[src/rtl/module_display_7seg.sv]
// rtl/module_display_7seg.sv - 4-digit multiplexed 7-segment driver with sequential BCD conversion
//
// Captures an 8-bit product on a valid strobe, converts it to BCD one bit per
// clock (double-dabble), then latches the result into the display registers
// and scans the four common-anode digits with leading-zero blanking.
//
// Optional feature macro: DISPLAY_SIGNED_EN
//   defined   : value is two's complement; digit 3 shows a minus sign for
//               negative values and the magnitude is displayed.
//   undefined : value is unsigned 0..255; digit 3 is always blank.
//
// Parameters:
//   REFRESH_DIV - clk cycles each digit stays lit (>= 2)
//
// Ports:
//   clk   in   system clock
//   rst   in   asynchronous active-high reset
//   value in   [7:0] product to display
//   valid in   load strobe, sampled only while idle
//   busy  out  high while a conversion is in progress
//   seg   out  [6:0] segments {g,f,e,d,c,b,a}, active-low
//   an    out  [3:0] digit anodes, active-low, an[0] is the units digit

module module_display_7seg #(
  parameter int REFRESH_DIV = 27000
) (
  input  logic       clk,
  input  logic       rst,
  input  logic [7:0] value,
  input  logic       valid,
  output logic       busy,
  output logic [6:0] seg,
  output logic [3:0] an
);

  localparam int CNT_W = (REFRESH_DIV > 2) ? $clog2(REFRESH_DIV) : 1;
  localparam logic [CNT_W-1:0] CNT_MAX = CNT_W'(REFRESH_DIV - 1);

  // Internal glyph codes beyond the decimal digits.
  localparam logic [3:0] GLYPH_MINUS = 4'hE;
  localparam logic [3:0] GLYPH_BLANK = 4'hF;

  typedef enum logic [1:0] {
    S_IDLE    = 2'd0,
    S_CONVERT = 2'd1,
    S_UPDATE  = 2'd2
  } state_t;

  state_t state_q, state_d;

  logic [7:0]       shift_q, shift_d;
  logic [11:0]      bcd_q, bcd_d;
  logic [2:0]       bit_cnt_q, bit_cnt_d;
  logic [11:0]      disp_bcd_q, disp_bcd_d;
  logic [CNT_W-1:0] refresh_cnt_q, refresh_cnt_d;
  logic [1:0]       digit_idx_q, digit_idx_d;

  logic [7:0]       mag;
  logic             disp_neg;

  // -------------------------------------------------------------------------
  // Magnitude / sign extraction
  // -------------------------------------------------------------------------
`ifdef DISPLAY_SIGNED_EN
  logic sign_work_q, sign_work_d;
  logic disp_sign_q, disp_sign_d;

  // 8'h80 negates to 8'h80, which read unsigned is the required 128.
  assign mag      = value[7] ? (~value + 8'd1) : value;
  assign disp_neg = disp_sign_q;

  always_comb begin
    sign_work_d = sign_work_q;
    disp_sign_d = disp_sign_q;
    if (state_q == S_IDLE && valid) begin
      sign_work_d = value[7];
    end
    if (state_q == S_UPDATE) begin
      disp_sign_d = sign_work_q;
    end
  end

  always_ff @(posedge clk or posedge rst) begin
    if (rst) begin
      sign_work_q <= 1'b0;
      disp_sign_q <= 1'b0;
    end else begin
      sign_work_q <= sign_work_d;
      disp_sign_q <= disp_sign_d;
    end
  end
`else
  assign mag      = value;
  assign disp_neg = 1'b0;
`endif

  // -------------------------------------------------------------------------
  // FSM: state register
  // -------------------------------------------------------------------------
  always_ff @(posedge clk or posedge rst) begin
    if (rst) begin
      state_q <= S_IDLE;
    end else begin
      state_q <= state_d;
    end
  end

  // FSM: next-state logic
  always_comb begin
    state_d = state_q;
    case (state_q)
      S_IDLE: begin
        if (valid) begin
          state_d = S_CONVERT;
        end
      end
      S_CONVERT: begin
        // bit_cnt_q == 7 means this edge performs the eighth shift.
        if (bit_cnt_q == 3'd7) begin
          state_d = S_UPDATE;
        end
      end
      S_UPDATE: begin
        state_d = S_IDLE;
      end
      default: begin
        state_d = S_IDLE;
      end
    endcase
  end

  // FSM: outputs
  always_comb begin
    busy = 1'b0;
    case (state_q)
      S_CONVERT: busy = 1'b1;
      S_UPDATE:  busy = 1'b1;
      default:   busy = 1'b0;
    endcase
  end

  // -------------------------------------------------------------------------
  // Double-dabble datapath
  // -------------------------------------------------------------------------
  function automatic logic [3:0] dabble(input logic [3:0] n);
    return (n >= 4'd5) ? (n + 4'd3) : n;
  endfunction

  // The hundreds nibble never exceeds 2 before a shift, so it is never
  // adjusted and its top bit is shifted out as zero.
  logic [10:0] bcd_adj;
  assign bcd_adj = {bcd_q[10:8], dabble(bcd_q[7:4]), dabble(bcd_q[3:0])};

  always_comb begin
    shift_d    = shift_q;
    bcd_d      = bcd_q;
    bit_cnt_d  = bit_cnt_q;
    disp_bcd_d = disp_bcd_q;
    case (state_q)
      S_IDLE: begin
        if (valid) begin
          shift_d   = mag;
          bcd_d     = 12'd0;
          bit_cnt_d = 3'd0;
        end
      end
      S_CONVERT: begin
        bcd_d     = {bcd_adj, shift_q[7]};
        shift_d   = {shift_q[6:0], 1'b0};
        bit_cnt_d = bit_cnt_q + 3'd1;
      end
      S_UPDATE: begin
        // Display registers only change here, so partial BCD is never shown.
        disp_bcd_d = bcd_q;
      end
      default: begin
        shift_d = shift_q;
      end
    endcase
  end

  always_ff @(posedge clk or posedge rst) begin
    if (rst) begin
      shift_q    <= 8'd0;
      bcd_q      <= 12'd0;
      bit_cnt_q  <= 3'd0;
      disp_bcd_q <= 12'd0;
    end else begin
      shift_q    <= shift_d;
      bcd_q      <= bcd_d;
      bit_cnt_q  <= bit_cnt_d;
      disp_bcd_q <= disp_bcd_d;
    end
  end

  // -------------------------------------------------------------------------
  // Refresh scan (free-running, independent of the FSM)
  // -------------------------------------------------------------------------
  always_comb begin
    refresh_cnt_d = refresh_cnt_q + CNT_W'(1);
    digit_idx_d   = digit_idx_q;
    if (refresh_cnt_q == CNT_MAX) begin
      refresh_cnt_d = '0;
      digit_idx_d   = digit_idx_q + 2'd1;
    end
  end

  always_ff @(posedge clk or posedge rst) begin
    if (rst) begin
      refresh_cnt_q <= '0;
      digit_idx_q   <= 2'd0;
    end else begin
      refresh_cnt_q <= refresh_cnt_d;
      digit_idx_q   <= digit_idx_d;
    end
  end

  // -------------------------------------------------------------------------
  // Digit selection, blanking and segment decode
  // -------------------------------------------------------------------------
  logic       hund_blank;
  logic       tens_blank;
  logic [3:0] glyph;

  assign hund_blank = (disp_bcd_q[11:8] == 4'd0);
  assign tens_blank = hund_blank && (disp_bcd_q[7:4] == 4'd0);

  always_comb begin
    glyph = GLYPH_BLANK;
    case (digit_idx_q)
      2'd0: glyph = disp_bcd_q[3:0];
      2'd1: glyph = tens_blank ? GLYPH_BLANK : disp_bcd_q[7:4];
      2'd2: glyph = hund_blank ? GLYPH_BLANK : disp_bcd_q[11:8];
      2'd3: glyph = disp_neg ? GLYPH_MINUS : GLYPH_BLANK;
      default: glyph = GLYPH_BLANK;
    endcase
  end

  always_comb begin
    an              = 4'b1111;
    an[digit_idx_q] = 1'b0;
  end

  always_comb begin
    seg = 7'b1111111;
    case (glyph)
      4'd0:        seg = 7'b1000000;
      4'd1:        seg = 7'b1111001;
      4'd2:        seg = 7'b0100100;
      4'd3:        seg = 7'b0110000;
      4'd4:        seg = 7'b0011001;
      4'd5:        seg = 7'b0010010;
      4'd6:        seg = 7'b0000010;
      4'd7:        seg = 7'b1111000;
      4'd8:        seg = 7'b0000000;
      4'd9:        seg = 7'b0010000;
      GLYPH_MINUS: seg = 7'b0111111;
      default:     seg = 7'b1111111;
    endcase
  end

endmodule

[config.mk]
export PLATFORM = sky130hd
export DESIGN_NAME = module_display_7seg
export DESIGN_NICKNAME = d
export VERILOG_FILES = /design/src/rtl/module_display_7seg.sv
export SDC_FILE = /design/constraint.sdc
export NUM_CORES = 1
export LEC_CHECK = 0
export ABC_CLOCK_PERIOD_IN_PS = 2500
export CORE_MARGIN = 5
export CORE_UTILIZATION = 50
export CTS_CLUSTER_DIAMETER = 60
export DETAILED_ROUTE_END_ITERATION = 6
export GPL_ROUTABILITY_DRIVEN = 0
export PLACE_DENSITY = 0.66
export SLEW_MARGIN = 0
export SYNTH_ARGS = -nofsm -noshare
export SYNTH_HDL_FRONTEND = slang
export SYNTH_SLANG_ARGS = --single-unit
[constraint.sdc]
create_clock -name clk -period 2.5 [get_ports clk]
set_clock_uncertainty 0.05 [all_clocks]
set_input_delay 0.5 -clock clk [delete_from_list [all_inputs] [get_ports clk]]
set_output_delay 0.5 -clock clk [all_outputs]
set_load 0.01 [all_outputs]
# ---- Word-level counts from Yosys, hierarchy flattened
# Memory sizes are Yosys's and may differ from the RTL's.
# Cells that the tools add are included.
dict set report word_totals {
  elab_cells 55
  reg_bits 54
  mem_count 1
  output_inout_bits 12
  input_bits 11
  mem_bits_ro 112
}
# memory depth word_bits read_ports rd_ports_with_merged_regs wr line
set memory_table {}
lappend memory_table {{(name not given)} 16 7 1 0 0 246} ;# case (glyph)
dict set report op_classes {
  n_mux 18
  reduce_logical 10
  n_addsub 5
  eq_ne 9
  bitwise 1
  magnitude_cmp 4
}
# operator n
set ops {}
lappend ops {{12-bit case mux with 2 select lines} 1}
lappend ops {{4-bit two-way mux} 4}
lappend ops {{4-bit case mux with 4 select lines} 1}
lappend ops {{8-bit case mux with 2 select lines} 1}
lappend ops {{15-bit by 1-bit adder with 15-bit output (second input constant)} 1}
lappend ops {{15-bit equality test (second input constant)} 1}
lappend ops {{15-bit two-way mux} 1}
lappend ops {{12-bit two-way mux} 1}
lappend ops {{4-bit by 2-bit adder with 4-bit output (second input constant)} 2}
lappend ops {{4-bit by 3-bit greater-or-equal comparator with 1-bit output (second input constant)} 2}
lappend ops {{4-bit logical NOT} 2}
lappend ops {{8-bit two-way mux} 1}
lappend ops {{2-bit equality test (second input constant)} 3}
lappend ops {{3-bit case mux with 2 select lines} 1}
lappend ops {{2-bit by 1-bit equality test with 1-bit output (second input constant)} 2}
lappend ops {{2-bit logical NOT} 2}
lappend ops {{2-bit two-way mux} 2}
lappend ops {{2-bit != test (second input constant)} 2}
lappend ops {{4-bit NOT} 1}
lappend ops {{2-bit case mux with 2 select lines} 1}
lappend ops {{2-bit AND reduction} 2}
lappend ops {{3-bit by 1-bit adder with 3-bit output (second input constant)} 1}
lappend ops {{3-bit equality test (second input constant)} 1}
lappend ops {{2-bit by 3-bit < comparator with 1-bit output (second input constant)} 1}
lappend ops {{other kinds (8)} 10}

# ---- Logic depth before layout (Yosys ltp)
# Gate-level depths: netlist of the first run.
dict set report depth {
  ltp_word 5
  mapped_depth 10
  ltp_nobuf 10
}

# ---- Worst setup path before layout of the first run
# Ideal clock, no wire load.
dict set report synth_timing {
  path_kind {reg2out}
  startpoint {reg disp_bcd_q[4]}
  endpoint {out seg[3]}
  stages_incl_launch_ff 7
  slack_ns 0.056
  arrival_ns 1.894
  path_cell_list {dfrtp_1 > nor4_2 > a21oi_1 > o211ai_2 > inv_1 > ha_1 > a22oi_1}
}
dict set report synth_between {
  elab_chain_len 5
}
# item line
set synth_rtl {}
lappend synth_rtl {{from (decl)} 54} ;# logic [11:0] disp_bcd_q, disp_bcd_d;
lappend synth_rtl {{from (signal assigned)} 192} ;# disp_bcd_q <= disp_bcd_d;
lappend synth_rtl {{4-bit logical NOT} 226} ;# assign tens_blank = hund_blank && (disp_bcd_q[7:4] == 4'd0);
lappend synth_rtl {{1-bit logical AND} 226}
lappend synth_rtl {{4-bit two-way mux *} 232} ;# 2'd1: glyph = tens_blank ? GLYPH_BLANK : disp_bcd_q[7:4];
lappend synth_rtl {{4-bit case mux with 4 select lines *} 230} ;# case (digit_idx_q)
lappend synth_rtl {{memory read 16 x 7 bit *} -}
lappend synth_rtl {{to (decl)} 32} ;# output logic [6:0] seg,
# Every way passes the cells marked *; elsewhere a longest branch is shown, timed or not.

# ---- Worst setup path in the final report of the first run
dict set report layout_timing {
  startpoint {reg disp_bcd_q[4]}
  endpoint {out seg[6]}
}
# The elaborated chain is that of the path after synthesis.

==> key figures, run 1 <==
Status
  • Status: complete, but fails checks
  • Failing checks: setup timing

Synthesis
  • EDFF count, synth: 0
  • Synth async-reset ratio: 100%
  • Post-synthesis sequential area ratio: 45.8%
  • Register bit total from synthesis: 54
  • Mapped Area: 2950 um2
  • Ys flop type: dfrtp_1
  • Netlist cell types: 39
  • Syn Nets: 325
  • Mapped Cells: 294
  • Syn avg cell area: 10.0 um2
  • Yosys warning total: 0

Setup path
  • Worst Path Required: 1950 ps
  • Critical path cell sequence: nor4_4 > a21o_2 > nand2_2 > a22o_4 > inv_4 > ha_4 > inv_2 > mux2i_1 > mux2_4 > buf_6
  • CP max FO: 4
  • CP startpoint kind: flop
  • FF-to-FF path depth: 6
  • Crit path DAT: 2290 ps
  • CP endpoint kind: output port
  • FF-to-FF End: digit_idx_q[1]
  • CP max-delay cell: dfrtp_1
  • R2R setup slack: 610 ps
  • Crit Path Class: flop to output port
  • FF-to-FF Start: refresh_cnt_q[3]
  • Max incr delay on CP: 420 ps

Layout
  • N_diodes: 0
  • Most frequent cells in the layout: 54 x dfrtp_1, 32 x buf_4, 26 x nand2_1
  • Layout cells sized above 1: 29.0%
  • Fill cell count: 489
  • Final core occ: 65.7%
  • Commonest non-fill, non-tap cell in the layout: dfrtp_1
  • Nets: 383
  • Area Growth Syn to Fin: 29.7%
  • Post-route insts no fill: 427

Timing
  • RSZ-0062 raised after global routing: true
  • Min Tclk post-route: 2840 ps
  • Max-slew violation count: 0
  • Worst Tran Pin Value: 632 ps
  • Final setup violation count: 7
  • Worst Setup Slack, final: -344 ps
  • Rel. slew slack: 57.5%
  • FMAX: 0.352 GHz
  • Tcrit/Tclk final: 114%
  • Final hold vios: 0

CTS
  • Sink Count: 54
  • # hold bufs at CTS: 0
  • CTS max path bufs: 2
  • H-Tree Depth: 2
  • Worst skew pair latency: 300 ps
  • Clk root buf: clkbuf_8
  • TritonCTS buffer count: 5
  • Reg clk slew, reported paths: 90 ps
  • CTS tree: yes

Flow run
  • MaxCap Viol Count: 0

Floorplan
  • Die X: 86.8 um
  • Initial Utilization: 50.7%
  • Die height: 86.8 um
  • Die area: 7530 um2
  • Rows: 28
  • Core Box Area: 5820 um2
  • Ports: 23

Routing
  • WL final: 6160 um
  • Post-DRT Antenna Nets: 0
  • Drt wl/cell: 14.4 um
  • DR iter-0 viols: 123
  • Drt drc: 0
  • Vias per Instance: 5.27
  • Vias: 2249
  • Pre-antenna DRT Iters: 4

Worst hold path
  • Hold Path End: shift_q[7]
  • WHS Path Cells: 2
  • Hold Path Class: flop to flop
  • Worst Min Path Start: shift_q[7]

Power and ir drop
  • Psw: 1.14 mW
  • Clock share of power: 18.6%
  • Int Power: 2.05 mW
  • Peak supply drop: 0.000556 V
  • Leak pwr: 1.77 nW
  • Switching share of total power: 35.8%
  • Power Dens Cells: 835 nW/um2
  • Comb power frac: 44.6%
  • Part of the power in registers: 36.8%

Global routing
  • GR Overflow Total: 0
  • Total GRT Usage: 17.2%
  • Met3 GRT Util: 3.14%
  • First-pass GRT wire length: 10400 um
  • Busiest grt layer: met2
  • Initial antenna violation count: 0
  • Met1 Usage GRT: 23.1%
  • GR Util met2: 28.2%
  • Vias in the first global route: 2198
  • Pin count of the biggest net entering global routing: 36

Place
  • Estimated wirelength of the detail-placed design: 4120 um
  • Post-place setup slack: -480 ps
  • Port Buf Inserts: 22
  • Placed Instances: 412
## stage by stage
step	instance area, um2	hold WS [ps]	setup TNS (ps)	total power, mW
2_1_floorplan	2950	400	0	2.00
3_3_place_gp	3460	415	-2380	2.41
3_5_place_dp	3460	422	-3120	2.45
4_1_cts	3690	443	-1740	3.08
5_1_grt	3820	471	-2640	3.44
6_report	3820	439	-1840	3.19
## metal layers
metal  vias to the layer above  part of all wire [%]
li1                       1131                     -
met1                      1080                    45
met2                        31                    52
met3                         7                   2.7
met4                         0                   1.2
met5                         -                     0
## cells in the mapped netlist (6+ instances only)
| master | instances | area share (%) |
|---|---|---|
| mux2i_1 | 11 | 3.7 |
| o21ai_0 | 25 | 4.2 |
| xor2_1 | 8 | 2.4 |
| a21oi_1 | 14 | 2.4 |
| a22o_1 | 7 | 2.1 |
| nand2_1 | 27 | 3.4 |
| nor3_1 | 9 | 1.5 |
| nand3_1 | 9 | 1.5 |
| mux2_2 | 11 | 4.2 |
| ha_1 | 20 | 8.5 |
| nand2b_1 | 6 | 1.3 |
| nor2_1 | 21 | 2.7 |
| xnor2_1 | 10 | 3.0 |
| inv_1 | 22 | 2.8 |
| dfrtp_1 | 54 | 46 |
## flip-flops by register name, summed over array words and instances, names as in the netlist
name,cells
shift_q,8
disp_bcd_q,12
bcd_q,12
digit_idx_q,2
state_q,2
bit_cnt_q,3
refresh_cnt_q,15
## how the worst max path moves through the flow
stage	startpoint	endpoint	slack, ps	depth (start not counted)
final	disp_bcd_q[4]	seg[6]	-340	10
after detailed placement	disp_bcd_q[4]	seg[0]	-480	8
after global placement	disp_bcd_q[4]	seg[5]	-380	9
after floorplan	disp_bcd_q[4]	seg[3]	60	6
after CTS	disp_bcd_q[8]	seg[6]	-280	10
after global routing	digit_idx_q[1]	seg[6]	-470	12
## worst max-delay path: cells and delay by family, from the launching register on
family,cells,cell delay (ps)
simple gates,2,420
compound gates,2,440
mux,2,330
buf+inv,3,220
flops,1,420
fa+ha+maj,1,130
## kinds of logic after synthesis
logic type                 synth area share, %
AOI/OAI and AO/OA                         12.4
xor gates and xnor gates                  5.35
adders and majority gates                 8.49
buffers and inverters                     4.33
DFF                                       45.8
muxes                                     8.45
and+or+nand+nor                           15.2
## power groups by stage
stage	logic, mW	clock network (mW)	registers (mW)
final	1.42	0.593	1.17
after floorplan	0.855	0	1.14
after global routing	1.59	0.647	1.20
after detailed placement	1.26	0	1.18
after global placement	1.23	0	1.18
after CTS	1.30	0.610	1.17
## area by class of cell
type / instances / area, um2 / share of cell area [%]
Sequential cell: 54 / 1350 / 35.4
Multi-Input combinational cell: 209 / 1670 / 43.7
Clock inverter: 1 / 30.0 / 0.786
Clock buffer: 6 / 82.6 / 2.16
Timing Repair Buffer: 60 / 508 / 13.3
Inverter: 22 / 87.6 / 2.29
Tap cell: 75 / 93.8 / 2.45
## timing repair
item	4_1_cts	5_1_grt
endpoints found under the setup margin	7	7
gates resized for setup	57	25
setup buffers	6	2
pin swaps	13	5
No activity file was read; power rests on OpenSTA's default activity.
==> run 2, diff against run 1 <==
--- a/config.mk
+++ b/config.mk
@@ -7,11 +7,11 @@
 export LEC_CHECK = 0
 export ABC_CLOCK_PERIOD_IN_PS = 2500
 export CORE_MARGIN = 5
-export CORE_UTILIZATION = 50
+export CORE_UTILIZATION = 40
 export CTS_CLUSTER_DIAMETER = 60
 export DETAILED_ROUTE_END_ITERATION = 6
 export GPL_ROUTABILITY_DRIVEN = 0
-export PLACE_DENSITY = 0.66
+export PLACE_DENSITY = 0.54
 export SLEW_MARGIN = 0
 export SYNTH_ARGS = -nofsm -noshare
 export SYNTH_HDL_FRONTEND = slang
==> run 2 against run 1 <==
The flow still finishes with violations (setup timing). Hold slack lost 0.87 ps. Flip-flop and latch count is the same. Die area grew 22%. Via count shrank 1.6%. Utilization shrank 13 points. Clock-buffer cell count grew 2. First-iteration DRC count shrank 42%. Combinational power shrank 4%. Clock power shrank 6.6%. Fmax grew 1.9%. Total power shrank 3.3%. Final cell count grew 6.6%. Highest routed layer unchanged.
==> key figures, run 2 (synthesized netlist as in run 1, its figures left out) <==
CTS
  • TritonCTS buffer count: 5
  • # hold bufs at CTS: 0
  • Worst skew pair latency: 300 ps
  • Reg clk slew, reported paths: 90 ps
  • Sink Count: 54
  • Clk root buf: clkbuf_8
  • CTS max path bufs: 2
  • CTS tree: yes
  • H-Tree Depth: 2

Power and ir drop
  • Psw: 1.09 mW
  • Int Power: 1.99 mW
  • Leak pwr: 1.80 nW
  • Overall power: 3.09 mW
  • Comb power frac: 44.2%
  • Switching share of total power: 35.4%
  • Power Dens Cells: 815 nW/um2
  • Peak supply drop: 0.000584 V
  • Clock share of power: 18.0%
  • Part of the power in registers: 37.8%

Layout
  • Final core occ: 52.5%
  • Biggest register: refresh_cnt_q
  • Design Area, Final: 3790 um2
  • Layout cells sized above 1: 27.2%
  • Regs by FF count: refresh_cnt_q (15), bcd_q (12), disp_bcd_q (12)
  • Post-route insts no fill: 455
  • Commonest non-fill, non-tap cell in the layout: dfrtp_1
  • Area of the multi-input gates: 1590 um2
  • N_diodes: 0
  • Max reg flops: 15
  • Most frequent cells in the layout: 54 x dfrtp_1, 37 x buf_4, 26 x nand2_1
  • Nets: 386
  • Fill cell count: 675
  • Reg area: 1350 um2
  • Area Growth Syn to Fin: 28.5%

Routing
  • Drt drc: 0
  • Pre-antenna DRT Iters: 4
  • WL final: 5710 um
  • DR iter-0 viols: 71
  • Vias: 2214
  • Post-DRT Antenna Nets: 0
  • Drt wl/cell: 12.5 um
  • Vias per Instance: 4.87

Global routing
  • GR Overflow Total: 0
  • Initial antenna violation count: 0
  • Vias in the first global route: 2281
  • Pin count of the biggest net entering global routing: 37
  • First-pass GRT wire length: 10200 um
  • Total GRT Usage: 13.8%

Place
  • Placed cell area: 3510 um2
  • Estimated wirelength of the detail-placed design: 4080 um
  • Post-place setup slack: -452 ps
  • Port Buf Inserts: 22
  • Placed Instances: 439

Setup path
  • CP max FO: 7
  • Crit path DAT: 2240 ps
  • CP endpoint kind: output port
  • Crit Path Class: flop to output port
  • Critical path cell sequence: nor4_4 > buf_4 > a21oi_2 > o211ai_2 > buf_6 > mux2i_4 > a22oi_2 > buf_2
  • Worst Path Required: 1950 ps
  • Max incr delay on CP: 420 ps
  • Largest delay share family, worst path: buffers and inverters
  • CP Buf/Inv Count: 3
  • CP startpoint kind: flop
  • CP max-delay cell: dfrtp_1

Status
  • Failing checks: setup timing
  • Status: complete, but fails checks

Floorplan
  • Rows: 31
  • Die height: 95.8 um
  • Ports: 23
  • Initial Utilization: 40.9%
  • Die X: 95.8 um
  • Die area: 9190 um2
  • Core Box Area: 7210 um2

Timing
  • Worst Setup Slack, final: -291 ps
  • Worst Tran Pin Value: 595 ps
  • Rel. slew slack: 60.3%
  • FMAX: 0.358 GHz
  • Max-slew violation count: 0
  • Min Tclk post-route: 2790 ps
  • Final setup violation count: 7
  • RSZ-0062 raised after global routing: true
  • Fin Setup TNS: -1850 ps
  • Tcrit/Tclk final: 112%
  • Final hold vios: 0
  • Tightest hold margin: 438 ps

Worst hold path
  • Hold Path Class: flop to flop

Flow run
  • MaxCap Viol Count: 0
## run 2: cell types whose count changed in the layout (fill, tap and decap cells not counted), sizes merged
cell | previous run | this run
clkdlybuf4s50 | 15 | 14
buf | 45 | 48
clkbuf | 6 | 8
dlymetal6s2s | 0 | 1
bufinv | 1 | 0
## run 2: path summary, 6_finish.rpt
check,depth (start not counted),slack (ps),startpoint,endpoint
worst max-delay path,8,-290,disp_bcd_q[8],seg[3]
worst min-delay path,1,440,refresh_cnt_q[0],refresh_cnt_q[0]
worst max register to register,5,760,refresh_cnt_q[3],digit_idx_q[0]
worst min register to register,1,440,refresh_cnt_q[0],refresh_cnt_q[0]
max in group asynchronous,3,1420,rst,bit_cnt_q[0]
min in group asynchronous,2,450,rst,shift_q[4]
## run 2: repair_timing
| action | in CTS | in global routing |
|---|---|---|
| gates resized for setup | 54 | 10 |
| endpoints found under the setup margin | 7 | 8 |
| pin swaps | 15 | 4 |
| buffers inserted | 7 | 2 |
## run 2: final cells by class
type	instances	share of cell area [%]
clock buffers	8	2.91
multi-input cells	209	42.1
flip-flops and latches	54	35.7
repair buffers	63	13.9
inverters	22	2.18
well taps	99	3.27
## run 2: routing by layer
layer / share of wire [%] / track usage [%]
met1: 48 / 17.7
met2: 48 / 24.0
met3: 2.6 / 2.19
met5: 0 / 0
met4: 1.3 / 4.27
## run 2: power groups by stage
| stage | combinational [mW] | clock [mW] | sequential, mW |
|---|---|---|---|
| 5_1_grt | 1.54 | 0.611 | 1.20 |
| 2_1_floorplan | 0.855 | 0 | 1.14 |
| 4_1_cts | 1.34 | 0.576 | 1.17 |
| 3_5_place_dp | 1.27 | 0 | 1.18 |
| 3_3_place_gp | 1.26 | 0 | 1.18 |
| 6_report | 1.36 | 0.554 | 1.17 |
==> run 3, diff against run 2 <==
--- a/config.mk
+++ b/config.mk
@@ -10,8 +10,9 @@
 export CORE_UTILIZATION = 40
 export CTS_CLUSTER_DIAMETER = 60
 export DETAILED_ROUTE_END_ITERATION = 6
+export DONT_BUFFER_PORTS = 1
 export GPL_ROUTABILITY_DRIVEN = 0
-export PLACE_DENSITY = 0.54
+export PLACE_DENSITY = 0.5
 export SLEW_MARGIN = 0
 export SYNTH_ARGS = -nofsm -noshare
 export SYNTH_HDL_FRONTEND = slang
==> run 3 against run 2 <==
The flow still finishes with violations (setup timing). Clock-buffer cell count decreased by 2. Sequential power is essentially flat. Global-route usage shrank 0.78 points. Combinational power down 14%. Sequential share of layout area rose by 3.7 points. Clock power is 16% lower. Critical path type unchanged.
==> key figures, run 3 (synthesized netlist as in run 1, its figures left out) <==
Setup path
  • Crit path DAT: 2160 ps
  • R2R setup slack: 890 ps
  • CP endpoint kind: output port
  • FF-to-FF path depth: 6
  • CP startpoint kind: flop
  • FF-to-FF Start: state_q[1]
  • CP max FO: 4
  • Worst Path Required: 1950 ps
  • Crit Path Class: flop to output port
  • FF-to-FF End: shift_q[5]

Power and ir drop
  • Power Dens Cells: 819 nW/um2
  • Int Power: 1.75 mW
  • Clock share of power: 16.5%
  • Part of the power in registers: 41.8%
  • Psw: 1.06 mW
  • Peak supply drop: 0.000341 V
  • Comb power frac: 41.7%
  • Leak pwr: 1.57 nW
  • Switching share of total power: 37.8%

Routing
  • DR iter-0 viols: 38
  • Drt wl/cell: 13.6 um
  • Vias: 2064
  • Post-DRT Antenna Nets: 0
  • WL final: 5600 um
  • Drt drc: 0
  • Pre-antenna DRT Iters: 4
  • Vias per Instance: 5.00

Place
  • Port Buf Inserts: 0
  • Estimated wirelength of the detail-placed design: 3780 um
  • Post-place setup slack: 21.3 ps
  • Placed cell area: 3160 um2

Floorplan
  • Rows: 31
  • Die height: 95.8 um
  • Core Box Area: 7210 um2
  • Ports: 23
  • Die area: 9190 um2
  • Initial Utilization: 40.9%
  • Die X: 95.8 um

CTS
  • TritonCTS buffer count: 5
  • Reg clk slew, reported paths: 100 ps
  • Clk root buf: clkbuf_8
  • Worst skew pair latency: 300 ps
  • Sink Count: 54
  • CTS max path bufs: 2
  • H-Tree Depth: 2
  • CTS tree: yes

Status
  • Failing checks: setup timing
  • Status: complete, but fails checks

Layout
  • N_diodes: 0
  • Fill cell count: 707
  • Most frequent cells in the layout: 54 x dfrtp_1, 25 x nand2_1, 22 x o21ai_0
  • Design Area, Final: 3430 um2
  • Area Growth Syn to Fin: 16.4%
  • Regs by FF count: refresh_cnt_q (15), bcd_q (12), disp_bcd_q (12)
  • Nets: 345
  • Area of the multi-input gates: 1620 um2
  • Biggest register: refresh_cnt_q
  • Reg area: 1350 um2
  • Layout cells sized above 1: 24.8%
  • Max reg flops: 15
  • Commonest non-fill, non-tap cell in the layout: dfrtp_1

Timing
  • Tcrit/Tclk final: 108%
  • Min Tclk post-route: 2710 ps
  • Rel. slew slack: 55.5%
  • FMAX: 0.369 GHz
  • Worst Tran Pin Value: 668 ps
  • RSZ-0062 raised after global routing: true
  • Final hold vios: 0
  • Worst Setup Slack, final: -207 ps
  • Final setup violation count: 7
  • Max-slew violation count: 0

Flow run
  • MaxCap Viol Count: 0

Global routing
  • Vias in the first global route: 2068
  • Total GRT Usage: 13.1%
  • First-pass GRT wire length: 9450 um
  • Initial antenna violation count: 0
  • GR Overflow Total: 0
  • Pin count of the biggest net entering global routing: 55

Worst hold path
  • Hold Path Class: input pin to asynchronous set/reset pin
run 3: layout make-up:
class | count | area share (%)
Inverter | 22 | 2.48
Clock buffer | 6 | 2.11
Tap cell | 99 | 3.61
Multi-Input combinational cell | 209 | 47.3
Clock inverter | 1 | 0.219
Timing Repair Buffer | 22 | 4.92
Sequential cell | 54 | 39.4
run 3: power by group through the flow:
stage / Clock (mW) / Sequential, mW / Combinational (mW)
2_1_floorplan: 0 / 1.14 / 0.855
3_3_place_gp: 0 / 1.18 / 1.04
3_5_place_dp: 0 / 1.19 / 1.05
4_1_cts: 0.493 / 1.18 / 1.11
5_1_grt: 0.527 / 1.20 / 1.33
6_report: 0.464 / 1.17 / 1.17
run 3: worst max-delay path, cell delays in order (launching register included):
cell and delay [ps]:
dfrtp_1 420, nor4_4 370, a21o_2 190, nand2_2 60
a22o_4 260, inv_4 80, ha_2 180, mux2i_2 100
a22oi_2 190
run 3: metrics by stage:
step	TNS [ps]	hold slack, ps	power, mW	utilization (%)	std cells
final	-1110	206	2.81	47.6	413
after global placement	0	412	2.22	43.8	401
after detailed placement	0	423	2.24	43.8	401
after floorplan	0	400	2.00	-	294
after CTS	-1220	224	2.78	46.1	409
after global routing	-1860	257	3.06	47.6	413
run 3: worst max-delay path by stage:
stage	start	endpoint	slack (ps)	depth (start not counted)
floorplan	disp_bcd_q[4]	seg[3]	60	6
finish	disp_bcd_q[9]	seg[3]	-210	8
detailed placement	disp_bcd_q[4]	seg[3]	20	6
CTS	disp_bcd_q[11]	seg[4]	-210	8
global route	disp_bcd_q[9]	seg[3]	-310	8
global placement	digit_idx_q[0]	seg[3]	70	7
run 3: timing repair:
action                     CTS  global route
hold buffers                 0             0
setup buffers                1             4
pin swaps                    4             9
setup endpoints to repair    7             7
gates resized for setup     20            23
run 3: metal layers:
metal / share of wire, % / up-vias / routed length, um / GRT usage [%]
met2: 47 / 22 / 2650 / 21.4
met5: 0 / - / 0 / 0
met4: 1.6 / 0 / 90 / 3.91
li1: - / 1046 / - / -
met3: 2.4 / 8 / 137 / 2.81
met1: 49 / 988 / 2730 / 17.4
